==> config.mk <==
export PLATFORM = sky130hd
export DESIGN_NAME = eth_rx_event_monitor
export DESIGN_NICKNAME = d
export VERILOG_FILES = /design/src/rtl/eth_rx_pkg.sv /design/src/rtl/eth_evt_stretch.sv /design/src/rtl/eth_rx_event_monitor.sv
export SDC_FILE = /design/constraint.sdc
export NUM_CORES = 1
export LEC_CHECK = 0
export CAP_MARGIN = 0
export CORE_MARGIN = 2
export CORE_UTILIZATION = 53
export DETAILED_ROUTE_END_ITERATION = 7
export GPL_TIMING_DRIVEN = 0
export MAX_ROUTING_LAYER = met4
export PLACE_DENSITY = 0.8
export SETUP_SLACK_MARGIN = 0.5
export SYNTH_ARGS = -nofsm -noshare
export SYNTH_HDL_FRONTEND = slang
export SYNTH_SLANG_ARGS = --single-unit
==> constraint.sdc <==
create_clock -name i_clk -period 2.43 [get_ports i_clk]
set_input_delay 0.486 -clock i_clk [delete_from_list [all_inputs] [get_ports i_clk]]
set_output_delay 0.486 -clock i_clk [all_outputs]
set_load 0.02 [all_outputs]
==> src/rtl/eth_rx_pkg.sv <==
// rtl/eth_rx_pkg.sv - shared EtherType constants and init-handshake state encoding
package eth_rx_pkg;

  localparam logic [15:0] ETH_TYPE_ARP  = 16'h0806;
  localparam logic [15:0] ETH_TYPE_IPV4 = 16'h0800;
  localparam logic [15:0] ETH_TYPE_IPV6 = 16'h86DD;
  localparam logic [15:0] ETH_TYPE_VLAN = 16'h8100;

  // Entry 0 is ARP and entry 1 is IPv4 so the handshake indices default to 0/1
  localparam logic [63:0] ETH_DEFAULT_TYPE_LIST =
    {ETH_TYPE_VLAN, ETH_TYPE_IPV6, ETH_TYPE_IPV4, ETH_TYPE_ARP};

  typedef enum logic [1:0] {
    ST_WAIT_ARP = 2'd0,
    ST_WAIT_IP  = 2'd1,
    ST_DONE     = 2'd2
  } init_state_e;

endpackage

==> src/rtl/eth_evt_stretch.sv <==
// rtl/eth_evt_stretch.sv - reloadable down-counter that stretches a one-cycle event
module eth_evt_stretch #(
  parameter int STRETCH = 4
) (
  input  logic i_clk,
  input  logic i_rst_n,
  input  logic i_load,
  output logic o_pulse
);

  localparam int CW = $clog2(STRETCH + 1);

  logic [CW-1:0] r_cnt;

  // Load (or reload while still counting) to STRETCH, then count down to idle
  always_ff @(posedge i_clk or negedge i_rst_n) begin
    if (!i_rst_n) begin
      r_cnt <= '0;
    end else if (i_load) begin
      r_cnt <= CW'(STRETCH);
    end else if (r_cnt != '0) begin
      r_cnt <= r_cnt - 1'b1;
    end
  end

  assign o_pulse = (r_cnt != '0);

endmodule

==> src/rtl/eth_rx_event_monitor.sv <==
// rtl/eth_rx_event_monitor.sv - EtherType event classifier, counters and TCP/IP init handshake
module eth_rx_event_monitor
  import eth_rx_pkg::*;
#(
  parameter int                     N_TYPES   = 4,
  parameter logic [N_TYPES*16-1:0]  TYPE_LIST = ETH_DEFAULT_TYPE_LIST,
  parameter int                     CNT_W     = 16,
  parameter int                     STRETCH   = 4,
  parameter int                     ARP_IDX   = 0,
  parameter int                     IP_IDX    = 1,
  parameter int                     TIMEOUT   = 1048576
) (
  input  logic                      i_clk,
  input  logic                      i_rst_n,
  input  logic                      i_pkt_end,
  input  logic [15:0]               i_pkt_type,
  input  logic                      i_pkt_err,
  input  logic                      i_clr_cnt,
  input  logic                      i_init_restart,
  output logic [N_TYPES-1:0]        o_evt_pulse,
  output logic [N_TYPES*CNT_W-1:0]  o_evt_cnt,
  output logic [CNT_W-1:0]          o_unknown_cnt,
  output logic [CNT_W-1:0]          o_err_cnt,
  output logic                      o_tcpip_init_done,
  output logic                      o_init_done_pulse,
  output logic                      o_init_timeout
);

  localparam int TW = (TIMEOUT > 1) ? $clog2(TIMEOUT) : 1;
  localparam logic [CNT_W-1:0] CNT_MAX = {CNT_W{1'b1}};

  logic [N_TYPES-1:0] w_match;
  logic               r_s1_valid;
  logic               r_s1_err;
  logic [N_TYPES-1:0] r_s1_match;
  logic               w_good;
  logic [N_TYPES-1:0] w_evt;
  logic               w_unknown;
  logic               w_arp;
  logic               w_ip;
  logic [CNT_W-1:0]   r_evt_cnt [N_TYPES];
  logic [CNT_W-1:0]   r_unknown_cnt;
  logic [CNT_W-1:0]   r_err_cnt;
  init_state_e        r_state;
  init_state_e        w_next_state;
  logic [TW-1:0]      r_timer;
  logic               w_timer_exp;
  logic               w_done_d;
  logic               w_done_pulse_d;
  logic               w_timeout_d;
  logic               r_done;
  logic               r_done_pulse;
  logic               r_timeout;

  // One-hot EtherType match; the lowest index wins when the list has duplicates
  always_comb begin
    logic v_found;
    v_found = 1'b0;
    w_match = '0;
    for (int i = 0; i < N_TYPES; i++) begin
      if (!v_found && (i_pkt_type == TYPE_LIST[16*i +: 16])) begin
        w_match[i] = 1'b1;
        v_found    = 1'b1;
      end
    end
  end

  // Stage 1: capture frame-end strobe, error flag and match vector
  always_ff @(posedge i_clk or negedge i_rst_n) begin
    if (!i_rst_n) begin
      r_s1_valid <= 1'b0;
      r_s1_err   <= 1'b0;
      r_s1_match <= '0;
    end else begin
      r_s1_valid <= i_pkt_end;
      r_s1_err   <= i_pkt_end & i_pkt_err;
      r_s1_match <= i_pkt_end ? w_match : '0;
    end
  end

  // Errored frames only feed err_cnt; everything else needs a clean frame
  assign w_good    = r_s1_valid & ~r_s1_err;
  assign w_evt     = r_s1_match & {N_TYPES{w_good}};
  assign w_unknown = w_good & ~(|r_s1_match);
  assign w_arp     = w_evt[ARP_IDX];
  assign w_ip      = w_evt[IP_IDX];

  genvar g;
  generate
    for (g = 0; g < N_TYPES; g++) begin : g_type
      // Stage 2: per-type saturating counter, clear has priority over increment
      always_ff @(posedge i_clk or negedge i_rst_n) begin
        if (!i_rst_n) begin
          r_evt_cnt[g] <= '0;
        end else if (i_clr_cnt) begin
          r_evt_cnt[g] <= '0;
        end else if (w_evt[g] && (r_evt_cnt[g] != CNT_MAX)) begin
          r_evt_cnt[g] <= r_evt_cnt[g] + 1'b1;
        end
      end

      assign o_evt_cnt[CNT_W*g +: CNT_W] = r_evt_cnt[g];

      eth_evt_stretch #(
        .STRETCH (STRETCH)
      ) u_stretch (
        .i_clk   (i_clk),
        .i_rst_n (i_rst_n),
        .i_load  (w_evt[g]),
        .o_pulse (o_evt_pulse[g])
      );
    end
  endgenerate

  // Stage 2: unknown-type and error counters, saturating, clear has priority
  always_ff @(posedge i_clk or negedge i_rst_n) begin
    if (!i_rst_n) begin
      r_unknown_cnt <= '0;
      r_err_cnt     <= '0;
    end else if (i_clr_cnt) begin
      r_unknown_cnt <= '0;
      r_err_cnt     <= '0;
    end else begin
      if (w_unknown && (r_unknown_cnt != CNT_MAX)) r_unknown_cnt <= r_unknown_cnt + 1'b1;
      if (r_s1_err && (r_err_cnt != CNT_MAX))      r_err_cnt     <= r_err_cnt + 1'b1;
    end
  end

  assign w_timer_exp = (r_timer == TW'(TIMEOUT - 1));

  // Handshake state register
  always_ff @(posedge i_clk or negedge i_rst_n) begin
    if (!i_rst_n) begin
      r_state <= ST_WAIT_ARP;
    end else begin
      r_state <= w_next_state;
    end
  end

  // Handshake next state: restart first, IPv4 beats timeout, a fresh ARP postpones timeout
  always_comb begin
    w_next_state = r_state;
    if (i_init_restart) begin
      w_next_state = ST_WAIT_ARP;
    end else begin
      case (r_state)
        ST_WAIT_ARP: if (w_arp) w_next_state = ST_WAIT_IP;
        ST_WAIT_IP: begin
          if (w_ip)                        w_next_state = ST_DONE;
          else if (!w_arp && w_timer_exp)  w_next_state = ST_WAIT_ARP;
        end
        ST_DONE:     w_next_state = ST_DONE;
        default:     w_next_state = ST_WAIT_ARP;
      endcase
    end
  end

  // Handshake outputs decoded from the transition about to be taken
  always_comb begin
    w_done_d       = (w_next_state == ST_DONE);
    w_done_pulse_d = (r_state == ST_WAIT_IP) && (w_next_state == ST_DONE);
    w_timeout_d    = (r_state == ST_WAIT_IP) && (w_next_state == ST_WAIT_ARP) && !i_init_restart;
  end

  // Register handshake outputs so they line up with the state they describe
  always_ff @(posedge i_clk or negedge i_rst_n) begin
    if (!i_rst_n) begin
      r_done       <= 1'b0;
      r_done_pulse <= 1'b0;
      r_timeout    <= 1'b0;
    end else begin
      r_done       <= w_done_d;
      r_done_pulse <= w_done_pulse_d;
      r_timeout    <= w_timeout_d;
    end
  end

  // Timer counts only while staying in WAIT_IP; entry, ARP reload and exits zero it
  always_ff @(posedge i_clk or negedge i_rst_n) begin
    if (!i_rst_n) begin
      r_timer <= '0;
    end else if ((r_state == ST_WAIT_IP) && (w_next_state == ST_WAIT_IP) && !w_arp) begin
      r_timer <= r_timer + 1'b1;
    end else begin
      r_timer <= '0;
    end
  end

  assign o_unknown_cnt     = r_unknown_cnt;
  assign o_err_cnt         = r_err_cnt;
  assign o_tcpip_init_done = r_done;
  assign o_init_done_pulse = r_done_pulse;
  assign o_init_timeout    = r_timeout;

endmodule

# Word-level counts from Yosys, hierarchy flattened
# Index checks and enable logic that the tools add are counted.
# totals
ff_bits	139
inputBits	22
out_inout_bits	103
# op_classes
n_addsub	11
n_eq_ne	15
muxes	33
bitwise	6
n_reduce_logical	37
# ops
op	count
$mux 16	12
$add 16x1->16 const B	6
$ne 16x16->1 const B	6
$eq 16x12->1 const B	2
$eq 16x16->1 const B	2
$mux 3	8
$add 20x1->20 const B	1
$eq 20x20->1 const B	1
$mux 20	1
$reduce_bool 2->1	10
$logic_and 1x1->1	15
$reduce_bool 3->1	4
$sub 3x1->3 const B	4
$mux 2	4
$mux 1	6
$pmux 2 s3	1
$logic_not 1->1	5
$and 4x4->4	1
$eq 2x1->1 const B	2
$eq 2x2->1 const B	2
$logic_not 2->1	2
$mux 4	1
$reduce_or 4->1	1
$and 1x1->1	3
$not 1->1	2

# Longest topological paths before layout
# Gate-level depths: netlist of run 1.
# depth
word_depth	13
depth_mapped	8
mapped_depth_nobuf	6

# Modules after synthesis
# A second synthesis of run 1 with hierarchy kept.
# unflattened
cells_unflattened	743
area_unflattened_um2	7170.6
# by_module_without_submodules
mod	n_inst	cells_each	area_each_um2	seq_area_each_um2
eth_rx_event_monitor	1	679	6459.9	3178.0
eth_evt_stretch	4	16	177.7	75.1

# Worst setup path after synthesis of run 1
# Ideal clock, no wire load.
# synth_timing
kind	register to register
start	reg r_unknown_cnt[0], in the netlist o_unknown_cnt[0]
end	reg r_unknown_cnt[6], in the netlist o_unknown_cnt[6]
setup_time_ps	132
t_arrival_ps	1782
setup_slack_ps	516
stages_incl_launch_ff	7
n_path_buf	0
synth_period_minus_slack_ps	1914
path_cell_list	dfrtp_1 > ha_1 > nand4_2 > nor4b_2 > nor4b_1 > xnor2_1 > nor2_1
# synth_via
elab_chain_cells	3
word_cells_on_any_way	6
# synth_rtl
element	line_no	text
from (decl)	eth_rx_event_monitor.sv:42	logic [CNT_W-1:0] r_unknown_cnt;
from (signal assigned)	eth_rx_event_monitor.sv:124	if (w_unknown && (r_unknown_cnt != CNT_MAX)) r_unknown_cnt <= r_unknown_cnt + 1'b1;
$add 16x1->16 / $ne 16x16->1 (equally long branches)	eth_rx_event_monitor.sv:124	
$mux 16 / $logic_and 1x1->1 (equally long branches)	eth_rx_event_monitor.sv:124	
$mux 16 / $reduce_bool 2->1 (equally long branches)	-	
# Several ways; a longest one is shown, not always the timed one. The select of a mux whose other input is x is not followed.
# A chain may end at the register's enable or synchronous reset.

# Worst setup path after layout of run 1
# layout_timing
start	reg r_s1_valid
end	reg r_state[0]
# layout_via
elab_chain_cells	8
word_cells_on_any_way	9
# layout_rtl
element	line_no	text
from (decl)	eth_rx_event_monitor.sv:33	logic r_s1_valid;
from (signal assigned)	eth_rx_event_monitor.sv:75	r_s1_valid <= i_pkt_end;
$and 1x1->1 (*)	eth_rx_event_monitor.sv:82	assign w_good = r_s1_valid & ~r_s1_err;
$and 4x4->4 (*)	eth_rx_event_monitor.sv:83	assign w_evt = r_s1_match & {N_TYPES{w_good}};
$logic_not 1->1	eth_rx_event_monitor.sv:150	else if (!w_arp && w_timer_exp) w_next_state = ST_WAIT_ARP;
$logic_and 1x1->1	eth_rx_event_monitor.sv:150	
$mux 2	eth_rx_event_monitor.sv:150	
$mux 2	eth_rx_event_monitor.sv:149	if (w_ip) w_next_state = ST_DONE;
$pmux 2 s3 (*)	eth_rx_event_monitor.sv:146	case (r_state)
$mux 2 (*)	eth_rx_event_monitor.sv:143	if (i_init_restart) begin
named net w_next_state[0]	eth_rx_event_monitor.sv:45	init_state_e w_next_state;
to (signal assigned)	eth_rx_event_monitor.sv:136	r_state <= w_next_state;
to (decl)	eth_rx_event_monitor.sv:44	init_state_e r_state;
# The timed path passes the listed nets; every way through them passes the cells marked *.

==> impl_table.tex, run 1 <==
\begin{tabular}{lr}
\hline
Metric & Value \\
\hline
\multicolumn{2}{l}{\textbf{Outcome}} \\
\quad Outcome & finished, final reports clean \\
\multicolumn{2}{l}{\textbf{Placed design}} \\
\quad Buffers on Ports & 123 \\
\quad GP Congestion & 0.864 \\
\quad HPWL after detailed placement & 12600 µm \\
\quad DP Area & 8620 µm² \\
\multicolumn{2}{l}{\textbf{Final layout}} \\
\quad Post-Layout Inst Area & 9680 µm² \\
\quad Post-layout nets & 948 \\
\quad Layout cell share with drive strength beyond 1 & 14.4\% \\
\quad Fill cell count & 915 \\
\quad Area Overhead vs Synth & 35.6\% \\
\quad Diodes inserted & 0 \\
\quad Final design utilization & 73.4\% \\
\multicolumn{2}{l}{\textbf{Yosys}} \\
\quad Cells after synthesis & 741 \\
\quad Primary flip-flop cell chosen by synthesis mapping & dfrtp\_1 \\
\quad Sequential fraction of the synthesis area & 48.7\% \\
\quad Proportion of register bits with asynchronous set or reset after synthesis & 100\% \\
\quad Count of flip-flops with a built-in enable after synthesis & 0 \\
\quad Post-Syn Nets & 778 \\
\quad Post-Synthesis Cell Area & 7140 µm² \\
\quad Number of distinct library cells after synthesis & 56 \\
\quad Post-synthesis average cell area & 9.64 µm² \\
\quad Warnings from Yosys & 0 \\
\quad Synthesis-stage register bit count & 139 \\
\multicolumn{2}{l}{\textbf{Clock tree}} \\
\quad Clock latency reported for the late side of the worst-skew pair & 0.43 ns \\
\quad Clock slew at the register clock pins of the worst setup and hold paths & 0.06 ns \\
\quad Maximum clock path buffer count & 2 \\
\quad Number of buffers added by the clock tree synthesis step & 17 \\
\quad Clock tree sinks & 139 \\
\quad Clock tree from TritonCTS & built \\
\quad Hold buffers post-CTS & 0 \\
\quad CTS H-tree depth & 4 \\
\quad Library cell used as clock root buffer & clkbuf\_16 \\
\multicolumn{2}{l}{\textbf{Setup path}} \\
\quad Worst-case reg-to-reg path depth & 5 \\
\quad Data arrival at the endpoint of the critical path & 2.20 ns \\
\quad Startpoint kind of the worst setup timing path & flop \\
\quad CP Data Required Time & 2.70 ns \\
\quad Reg-to-reg endpoint & r\_state[0] \\
\quad Crit. End Element & flop \\
\quad Largest fanout on the critical path & 10 \\
\quad Worst reg2reg setup slack & 0.50 ns \\
\quad Reg-to-Reg Start & r\_s1\_valid \\
\quad Kind of critical path & flop to flop \\
\multicolumn{2}{l}{\textbf{Worst hold path}} \\
\quad Type of the worst min-delay path & input pin to async pin \\
\multicolumn{2}{l}{\textbf{Route}} \\
\quad Wire length reported by the detailed router & 19300 µm \\
\quad Number of vias per cell & 5.84 \\
\quad Drc violations & 0 \\
\quad Wire length per cell & 17.5 µm \\
\quad Drt pass-1 iters & 5 \\
\quad Starting DRT DRC Count & 539 \\
\quad Total number of vias & 6421 \\
\quad Antenna viol nets, final & 0 \\
\multicolumn{2}{l}{\textbf{Global route}} \\
\quad Wire length of the first global-routing pass & 30600 µm \\
\quad Maximum number of pins on one net before global-route repair & 89 \\
\quad Antenna violations before repair & 0 \\
\quad Grt ovf & 0 \\
\quad Total Routing Usage GR & 27.5\% \\
\quad Vias in the first global route & 6215 \\
\multicolumn{2}{l}{\textbf{STA}} \\
\quad Setup repair after global routing missed its margin & yes \\
\quad Final setup viols & 0 \\
\quad Fin Setup TNS & 0 ns \\
\quad Portion of the clock cycle consumed by the worst path in the final layout & 79.3\% \\
\quad Final max-slew violation count & 0 \\
\quad Worst clock skew on the final layout & 0.00817 ns \\
\quad Max Freq & 519 MHz \\
\quad Final worst path period need & 1.93 ns \\
\quad Number of failing hold endpoints at the final stage & 0 \\
\quad Final worst hold slack & 0.0178 ns \\
\quad Worst max-slew margin expressed relative to the limit & 51.1\% \\
\quad Worst-margin pin slew & 0.733 ns \\
\multicolumn{2}{l}{\textbf{Die}} \\
\quad Placeable Area & 13200 µm² \\
\quad Row count & 42 \\
\quad Die width & 120 µm \\
\quad Total die area & 14400 µm² \\
\quad Overall die height & 120 µm \\
\quad Number of top-level pins & 125 \\
\quad Initial Utilization & 54.1\% \\
\multicolumn{2}{l}{\textbf{Power}} \\
\quad P per Cell Area & 674 nW/µm² \\
\quad LEAKAGE & 4.47 nW \\
\quad Worst voltage drop across the vdd grid & 0.529 mV \\
\multicolumn{2}{l}{\textbf{Run}} \\
\quad Maximum Capacitance Violations & 0 \\
\hline
\end{tabular}
[cells in the mapped netlist, types with 5 or more instances]
cell type / instances / area (µm²)
dfrtp_1: 139 / 3480
nor2_1: 130 / 488
xnor2_1: 55 / 482
nand2_1: 50 / 188
nand3_1: 43 / 215
nor3_1: 32 / 160
xor2_1: 32 / 280
nand4_1: 28 / 175
a21oi_1: 20 / 100
nor4_1: 18 / 113
inv_1: 17 / 63.8
o21ai_0: 17 / 85.1
and4_1: 15 / 131
ha_1: 15 / 188
clkbuf_1: 13 / 48.8
and3_1: 12 / 75.1
or3_1: 8 / 50.1
a31oi_1: 7 / 43.8
and2_1: 7 / 43.8
mux2i_1: 7 / 70.1
nor4b_1: 7 / 61.3
o211ai_1: 7 / 52.6
a211oi_1: 6 / 45.0
buf_4: 6 / 45.0
nor3b_1: 5 / 37.5
[worst max-delay path by stage]
stage | from | endpoint | slack (ns) | cells after the start
3_3_place_gp | i_rst_n | o_evt_cnt[12] | -4.52 | 1
5_1_grt | o_evt_cnt[4] | o_evt_cnt[15] | 0.44 | 6
3_5_place_dp | i_pkt_type[0] | r_s1_match[3] | 0.22 | 5
2_1_floorplan | o_unknown_cnt[0] | o_unknown_cnt[6] | 0.52 | 6
4_1_cts | g_type[2].u_stretch.r_cnt[0] | o_evt_pulse[2] | 0.41 | 5
6_report | r_s1_valid | r_state[0] | 0.50 | 5
[critical path: stages, from the launching register on]
cell,delay [ns]
dfrtp_1,0.48
nor2b_4,0.28
buf_4,0.22
and2_1,0.28
a21oi_1,0.07
a2111oi_0,0.45
[stage by stage]
step                instances  power, mW  setup WS [ns]
finish                   1100       6.52          0.502
global route             1100       6.76          0.439
CTS                      1079       6.36          0.405
detailed placement       1041       3.29          0.224
global placement         1040       3.21          -4.52
floorplan                 741       3.00          0.516
[logic make-up after synthesis]
| logic type | count (synthesis) | synth area share, % |
|---|---|---|
| flops | 139 | 48.7 |
| simple gates | 384 | 28.4 |
| xor+xnor | 87 | 10.7 |
| fa+ha+maj | 15 | 2.63 |
| mux | 8 | 1.14 |
| compound gates | 68 | 5.84 |
| buf+inv | 40 | 2.58 |
[power breakdown]
group | switching, mW | total (mW) | internal (mW)
sequential | 0.0846 | 2.52 | 2.43
combinational | 0.511 | 0.964 | 0.453
clock | 1.00 | 3.04 | 2.04
[sequential cells by signal (all words and copies together), names as in the netlist]
signal / flops
o_init_timeout: 1
o_unknown_cnt: 16
r_timer: 20
o_tcpip_init_done: 1
r_s1_valid: 1
r_s1_err: 1
o_evt_cnt: 64
r_s1_match: 4
r_state: 2
o_init_done_pulse: 1
g_type.u_stretch.r_cnt: 12
o_err_cnt: 16
[metal layers]
metal | track usage [%] | vias up | part of all wire, %
met5 | - | - | 0
met4 | 9.63 | 0 | 1.9
met3 | 5.18 | 34 | 5.7
met2 | 42.8 | 244 | 49
met1 | 36.2 | 3176 | 43
li1 | - | 2967 | -
[cell type report]
class	instances	area [µm²]	area share, %
Multi-Input combinational cell	562	3720	38.4
Buffer	23	130	1.34
Sequential cell	139	3490	36.0
Tap cell	176	220	2.28
Timing Repair Buffer	151	1370	14.1
Clock buffer	22	484	5.00
Clock inverter	10	209	2.16
Inverter	17	63.8	0.659
[placed cells by master (no fill, tap or decap), types with 9 or more instances in the layout]
| cell type | instances |
|---|---|
| ha_1 | 9 |
| o21ai_0 | 17 |
| nor3_1 | 29 |
| nand4_1 | 28 |
| nand2_1 | 47 |
| and4_1 | 14 |
| a21oi_1 | 20 |
| buf_4 | 32 |
| dlygate4sd2_1 | 89 |
| inv_1 | 9 |
| clkbuf_16 | 18 |
| clkbuf_1 | 14 |
| xnor2_1 | 55 |
| clkdlybuf4s50_1 | 23 |
| and3_1 | 12 |
| nor2_1 | 125 |
| nand3_1 | 42 |
| xor2_1 | 32 |
| dfrtp_1 | 133 |
| nor4_1 | 12 |
[repair_timing]
| action | 4_1_cts | 5_1_grt |
|---|---|---|
| endpoints found under the setup margin | 123 | 74 |
| setup buffers | 6 | 20 |
| pin swaps | 2 | 16 |
| gates resized for setup | 120 | 55 |
| cloned | 0 | 1 |
Note: power is estimated with default switching activity, not from simulation.
==> run 2, diff against run 1 <==
==> constraint.sdc (replaced) <==
create_clock -name i_clk -period 1.94 [get_ports i_clk]
set_input_delay 0.388 -clock i_clk [delete_from_list [all_inputs] [get_ports i_clk]]
set_output_delay 0.388 -clock i_clk [all_outputs]
set_load 0.02 [all_outputs]
==> impl_table.tex, run 2 <==
\begin{tabular}{lr}
\hline
Metric & Value \\
\hline
\multicolumn{2}{l}{\textbf{Outcome}} \\
\quad Outcome & aborted with a tool error \\
\quad Halt Stage & 5\_1\_grt \\
\quad First error & [ERROR GRT-0232] Routing congestion too high. Check the congestion heatmap in the GUI. \\
\multicolumn{2}{l}{\textbf{Global route}} \\
\quad Antenna violations before repair & 2 \\
\quad Total Routing Usage GR & 75.9\% \\
\quad Maximum number of pins on one net before global-route repair & 93 \\
\quad Grt ovf & 5 \\
\multicolumn{2}{l}{\textbf{Clock tree}} \\
\quad Library cell used as clock root buffer & clkbuf\_16 \\
\quad Maximum clock path buffer count & 2 \\
\quad Number of buffers added by the clock tree synthesis step & 17 \\
\quad CTS H-tree depth & 4 \\
\quad Clock tree sinks & 139 \\
\multicolumn{2}{l}{\textbf{Die}} \\
\quad Overall die height & 120 µm \\
\quad Die width & 120 µm \\
\quad Row count & 42 \\
\quad Number of top-level pins & 125 \\
\quad Initial Utilization & 54.1\% \\
\multicolumn{2}{l}{\textbf{Yosys}} \\
\quad Proportion of register bits with asynchronous set or reset after synthesis & 100\% \\
\quad Post-Syn Nets & 778 \\
\quad Area leader, netlist & dfrtp\_1 \\
\quad Top cells by area in the synthesized netlist & dfrtp\_1 (49\%), nor2\_1 (6.8\%), xnor2\_1 (6.7\%) \\
\quad Primary flip-flop cell chosen by synthesis mapping & dfrtp\_1 \\
\quad Synthesis-stage register bit count & 139 \\
\quad Warnings from Yosys & 0 \\
\quad Most frequent cells after synthesis & dfrtp\_1 (139), nor2\_1 (130), xnor2\_1 (55) \\
\quad Count leader, synth & dfrtp\_1 \\
\quad Post-Synthesis Cell Area & 7140 µm² \\
\quad Count of flip-flops with a built-in enable after synthesis & 0 \\
\quad Number of distinct library cells after synthesis & 56 \\
\quad Cells after synthesis & 741 \\
\quad Post-synthesis average cell area & 9.64 µm² \\
\quad Area share of the leading cell type in the synthesized netlist & 48.7\% \\
\quad Sequential fraction of the synthesis area & 48.7\% \\
\multicolumn{2}{l}{\textbf{STA}} \\
\quad Worst\_ep grt & o\_evt\_cnt[8]\$\_DFFE\_PN0P\_/D \\
\quad Kind of the worst endpoint & sequential cell input \\
\multicolumn{2}{l}{\textbf{Placed design}} \\
\quad DP Worst Slack & -0.155 ns \\
\quad Number of placed instances, taps included & 1041 \\
\quad Buffers on Ports & 123 \\
\quad HPWL after detailed placement & 12800 µm \\
\quad DP Area & 9140 µm² \\
\quad GP Congestion & 0.929 \\
\hline
\end{tabular}
==> run 2: cell counts after synthesis <==
Identical to the previous run, type by type.
==> run 2: logic make-up after synthesis <==
logic type	after synthesis	share of synthesized area, %
and+or+nand+nor	384	28.4
DFF	139	48.7
xor gates and xnor gates	87	10.7
AOI/OAI and AO/OA	68	5.84
buffers and inverters	40	2.58
adders and majority gates	15	2.63
muxes	8	1.14
==> run 2: per-stage QoR <==
step	hold WS, ns	TNS (ns)
detailed placement	0.351	-0.315
CTS	0.365	0
global placement	0.490	-724.20
floorplan	0.0924	0
==> run 2: repair_timing <==
item	4_1_cts
buffers inserted	131
hold buffers	1
hold endpoints to repair	47
cloned	2
pin swaps	82
endpoints found under the setup margin	224
gates resized for setup	585
==> run 2: layer usage <==
metal  GRT overflow  global-route usage, %
met2              1                   92.4
met5              -                      -
met3              0                   55.1
met1              0                   74.6
met4              4                   76.9
==> run 3, diff against run 2 <==
--- a/config.mk
+++ b/config.mk
@@ -7,12 +7,10 @@
 export LEC_CHECK = 0
 export CAP_MARGIN = 0
 export CORE_MARGIN = 2
-export CORE_UTILIZATION = 53
+export CORE_UTILIZATION = 40
 export DETAILED_ROUTE_END_ITERATION = 7
 export GPL_TIMING_DRIVEN = 0
-export MAX_ROUTING_LAYER = met4
-export PLACE_DENSITY = 0.8
-export SETUP_SLACK_MARGIN = 0.5
+export PLACE_DENSITY_LB_ADDON = 0.15
 export SYNTH_ARGS = -nofsm -noshare
 export SYNTH_HDL_FRONTEND = slang
 export SYNTH_SLANG_ARGS = --single-unit
==> impl_table.tex, run 3 (synthesis gave the netlist of run 1 again) <==
\begin{tabular}{lr}
\hline
Metric & Value \\
\hline
\multicolumn{2}{l}{\textbf{Outcome}} \\
\quad Outcome & finished, final reports clean \\
\multicolumn{2}{l}{\textbf{Setup path}} \\
\quad Critical Path Sink & o\_unknown\_cnt[6] \\
\quad Slowest library cell on the worst path & clkdlybuf4s50\_1 \\
\quad Critical path depth & 1 \\
\quad Startpoint kind of the worst setup timing path & flop \\
\quad Crit. Startpoint & o\_unknown\_cnt[6] \\
\quad Largest fanout on the critical path & 5 \\
\quad Kind of critical path & flop to primary output \\
\quad Kind of cell with the highest combined delay on the critical path & buffers and inverters \\
\quad Worst-case reg-to-reg path depth & 8 \\
\quad CP Data Required Time & 1.55 ns \\
\quad Buf+Inv Stages, Crit Path & 1 \\
\quad Reg-to-Reg Start & r\_timer[1] \\
\quad Reg-to-reg endpoint & r\_timer[9] \\
\quad CP Cell Sequence & clkdlybuf4s50\_1 \\
\quad Worst reg2reg setup slack & 0.08 ns \\
\quad Data arrival at the endpoint of the critical path & 1.52 ns \\
\quad Delay of the slowest critical-path stage & 0.65 ns \\
\quad Crit. End Element & primary output \\
\multicolumn{2}{l}{\textbf{Power}} \\
\quad P per Cell Area & 761 nW/µm² \\
\quad Overall power consumption & 7.31 mW \\
\quad LEAKAGE & 4.30 nW \\
\quad Worst voltage drop across the vdd grid & 0.714 mV \\
\multicolumn{2}{l}{\textbf{Placed design}} \\
\quad DP Worst Slack & -0.150 ns \\
\quad GP Congestion & 0.844 \\
\quad Number of placed instances, taps included & 1090 \\
\quad DP Area & 8680 µm² \\
\quad Buffers on Ports & 123 \\
\quad HPWL after detailed placement & 13100 µm \\
\multicolumn{2}{l}{\textbf{STA}} \\
\quad Worst-case setup margin in the final layout & 0.0346 ns \\
\quad Setup repair after global routing missed its margin & yes \\
\quad Final worst path period need & 1.91 ns \\
\quad Portion of the clock cycle consumed by the worst path in the final layout & 98.2\% \\
\quad Number of failing hold endpoints at the final stage & 0 \\
\quad Worst max-slew margin expressed relative to the limit & 49.6\% \\
\quad Final max-slew violation count & 0 \\
\quad Worst clock skew on the final layout & 0.0102 ns \\
\quad Max Freq & 525 MHz \\
\quad Worst-margin pin slew & 0.745 ns \\
\quad Final setup viols & 0 \\
\multicolumn{2}{l}{\textbf{Global route}} \\
\quad Met2 routing resource usage after global routing & 32.8\% \\
\quad Total Routing Usage GR & 20.2\% \\
\quad Met3 layer usage reported by global route & 4.45\% \\
\quad Grt peak-use layer & met2 \\
\quad Wire length of the first global-routing pass & 29900 µm \\
\quad Met1 demand-to-capacity share in global routing & 27.4\% \\
\quad Vias in the first global route & 5958 \\
\quad Maximum number of pins on one net before global-route repair & 79 \\
\quad Grt ovf & 0 \\
\quad Antenna violations before repair & 0 \\
\multicolumn{2}{l}{\textbf{Clock tree}} \\
\quad Clock latency reported for the late side of the worst-skew pair & 0.42 ns \\
\quad Number of buffers added by the clock tree synthesis step & 17 \\
\quad Maximum clock path buffer count & 2 \\
\quad Library cell used as clock root buffer & clkbuf\_16 \\
\quad Clock slew at the register clock pins of the worst setup and hold paths & 0.06 ns \\
\quad CTS H-tree depth & 4 \\
\quad Clock tree from TritonCTS & built \\
\quad Clock tree sinks & 139 \\
\multicolumn{2}{l}{\textbf{Route}} \\
\quad Antenna viol nets, final & 0 \\
\quad Drc violations & 0 \\
\quad Wire length reported by the detailed router & 18700 µm \\
\quad Total number of vias & 6154 \\
\quad Wire length per cell & 16.5 µm \\
\quad Number of vias per cell & 5.42 \\
\quad Drt pass-1 iters & 5 \\
\quad Starting DRT DRC Count & 386 \\
\multicolumn{2}{l}{\textbf{Die}} \\
\quad Number of top-level pins & 125 \\
\quad Initial Utilization & 41.1\% \\
\quad Overall die height & 138 µm \\
\quad Die width & 138 µm \\
\quad Total die area & 18900 µm² \\
\quad Placeable Area & 17400 µm² \\
\quad Row count & 48 \\
\multicolumn{2}{l}{\textbf{Final layout}} \\
\quad Most frequent cells in the layout & dfrtp\_1 (134), nor2\_1 (130), clkdlybuf4s50\_1 (91), xnor2\_1 (55), nand2\_1 (47) \\
\quad Fill cell count & 1481 \\
\quad Diodes inserted & 0 \\
\quad Leading cell type in the layout, fill and taps excluded & dfrtp\_1 \\
\quad Number of non-filler instances in the completed layout & 1135 \\
\quad Flip-flop count of the largest register, all copies and words added & 64 \\
\quad Area Overhead vs Synth & 34.5\% \\
\quad Post-layout nets & 935 \\
\quad Layout cell share with drive strength beyond 1 & 11.4\% \\
\quad Post-Layout Inst Area & 9610 µm² \\
\multicolumn{2}{l}{\textbf{Worst hold path}} \\
\quad Startpoint of the tightest hold check path & i\_clr\_cnt \\
\quad Type of the worst min-delay path & input pin to flop \\
\multicolumn{2}{l}{\textbf{Run}} \\
\quad Maximum Capacitance Violations & 0 \\
\hline
\end{tabular}
[run 3: metal layers]
| metal | wire length (µm) | up-vias |
|---|---|---|
| met1 | 8450 | 3036 |
| met2 | 9120 | 169 |
| met3 | 947 | 18 |
| met5 | 0 | - |
| li1 | - | 2931 |
| met4 | 230 | 0 |
[run 3: timing repair]
item,4_1_cts,5_1_grt
gates resized for setup,33,49
buffers inserted,5,8
cloned,0,0
setup endpoints to repair,41,89
endpoints found under the hold margin,61,0
pin swaps,3,9
hold buffers,1,0
[run 3: where the power goes]
| part | internal [mW] | switching (mW) |
|---|---|---|
| sequential | 3.05 | 0.0912 |
| combinational | 0.402 | 0.526 |
| clock | 2.05 | 1.20 |
[run 3: worst min path at each step]
stage / end / cells past startpoint
finish: o_evt_cnt[55] / 3
global route: o_evt_cnt[55] / 3
CTS: o_evt_cnt[55] / 3
detailed placement: o_evt_cnt[62] / 1
global placement: r_timer[0] / 1
floorplan: g_type[0].u_stretch.r_cnt[0] / 0
[run 3: area by class of cell]
class / instances / area [µm²] / share of cell area, %
Multi-Input combinational cell: 562 / 3660 / 38.1
Inverter: 17 / 63.8 / 0.664
Clock inverter: 7 / 87.6 / 0.912
Timing Repair Buffer: 138 / 1410 / 14.6
Tap cell: 225 / 282 / 2.93
Sequential cell: 139 / 3480 / 36.3
Buffer: 23 / 123 / 1.28
Clock buffer: 24 / 502 / 5.22
[run 3: per-stage QoR]
step            TNS, ns  utilization, %  hold WS [ns]
2_1_floorplan         0               -        0.0924
3_3_place_gp    -716.08            49.9         0.497
3_5_place_dp      -5.38            50.0         0.422
4_1_cts        -0.00192            54.0         0.462
5_1_grt          -0.722            55.3         0.498
6_report              0            55.3         0.465
==> run 4, diff against run 3 <==
--- a/config.mk
+++ b/config.mk
@@ -5,7 +5,6 @@
 export SDC_FILE = /design/constraint.sdc
 export NUM_CORES = 1
 export LEC_CHECK = 0
-export CAP_MARGIN = 0
 export CORE_MARGIN = 2
 export CORE_UTILIZATION = 40
 export DETAILED_ROUTE_END_ITERATION = 7
==> results of run 4 <==
The final DEF is identical to that of run 3; final timing and power are the same.
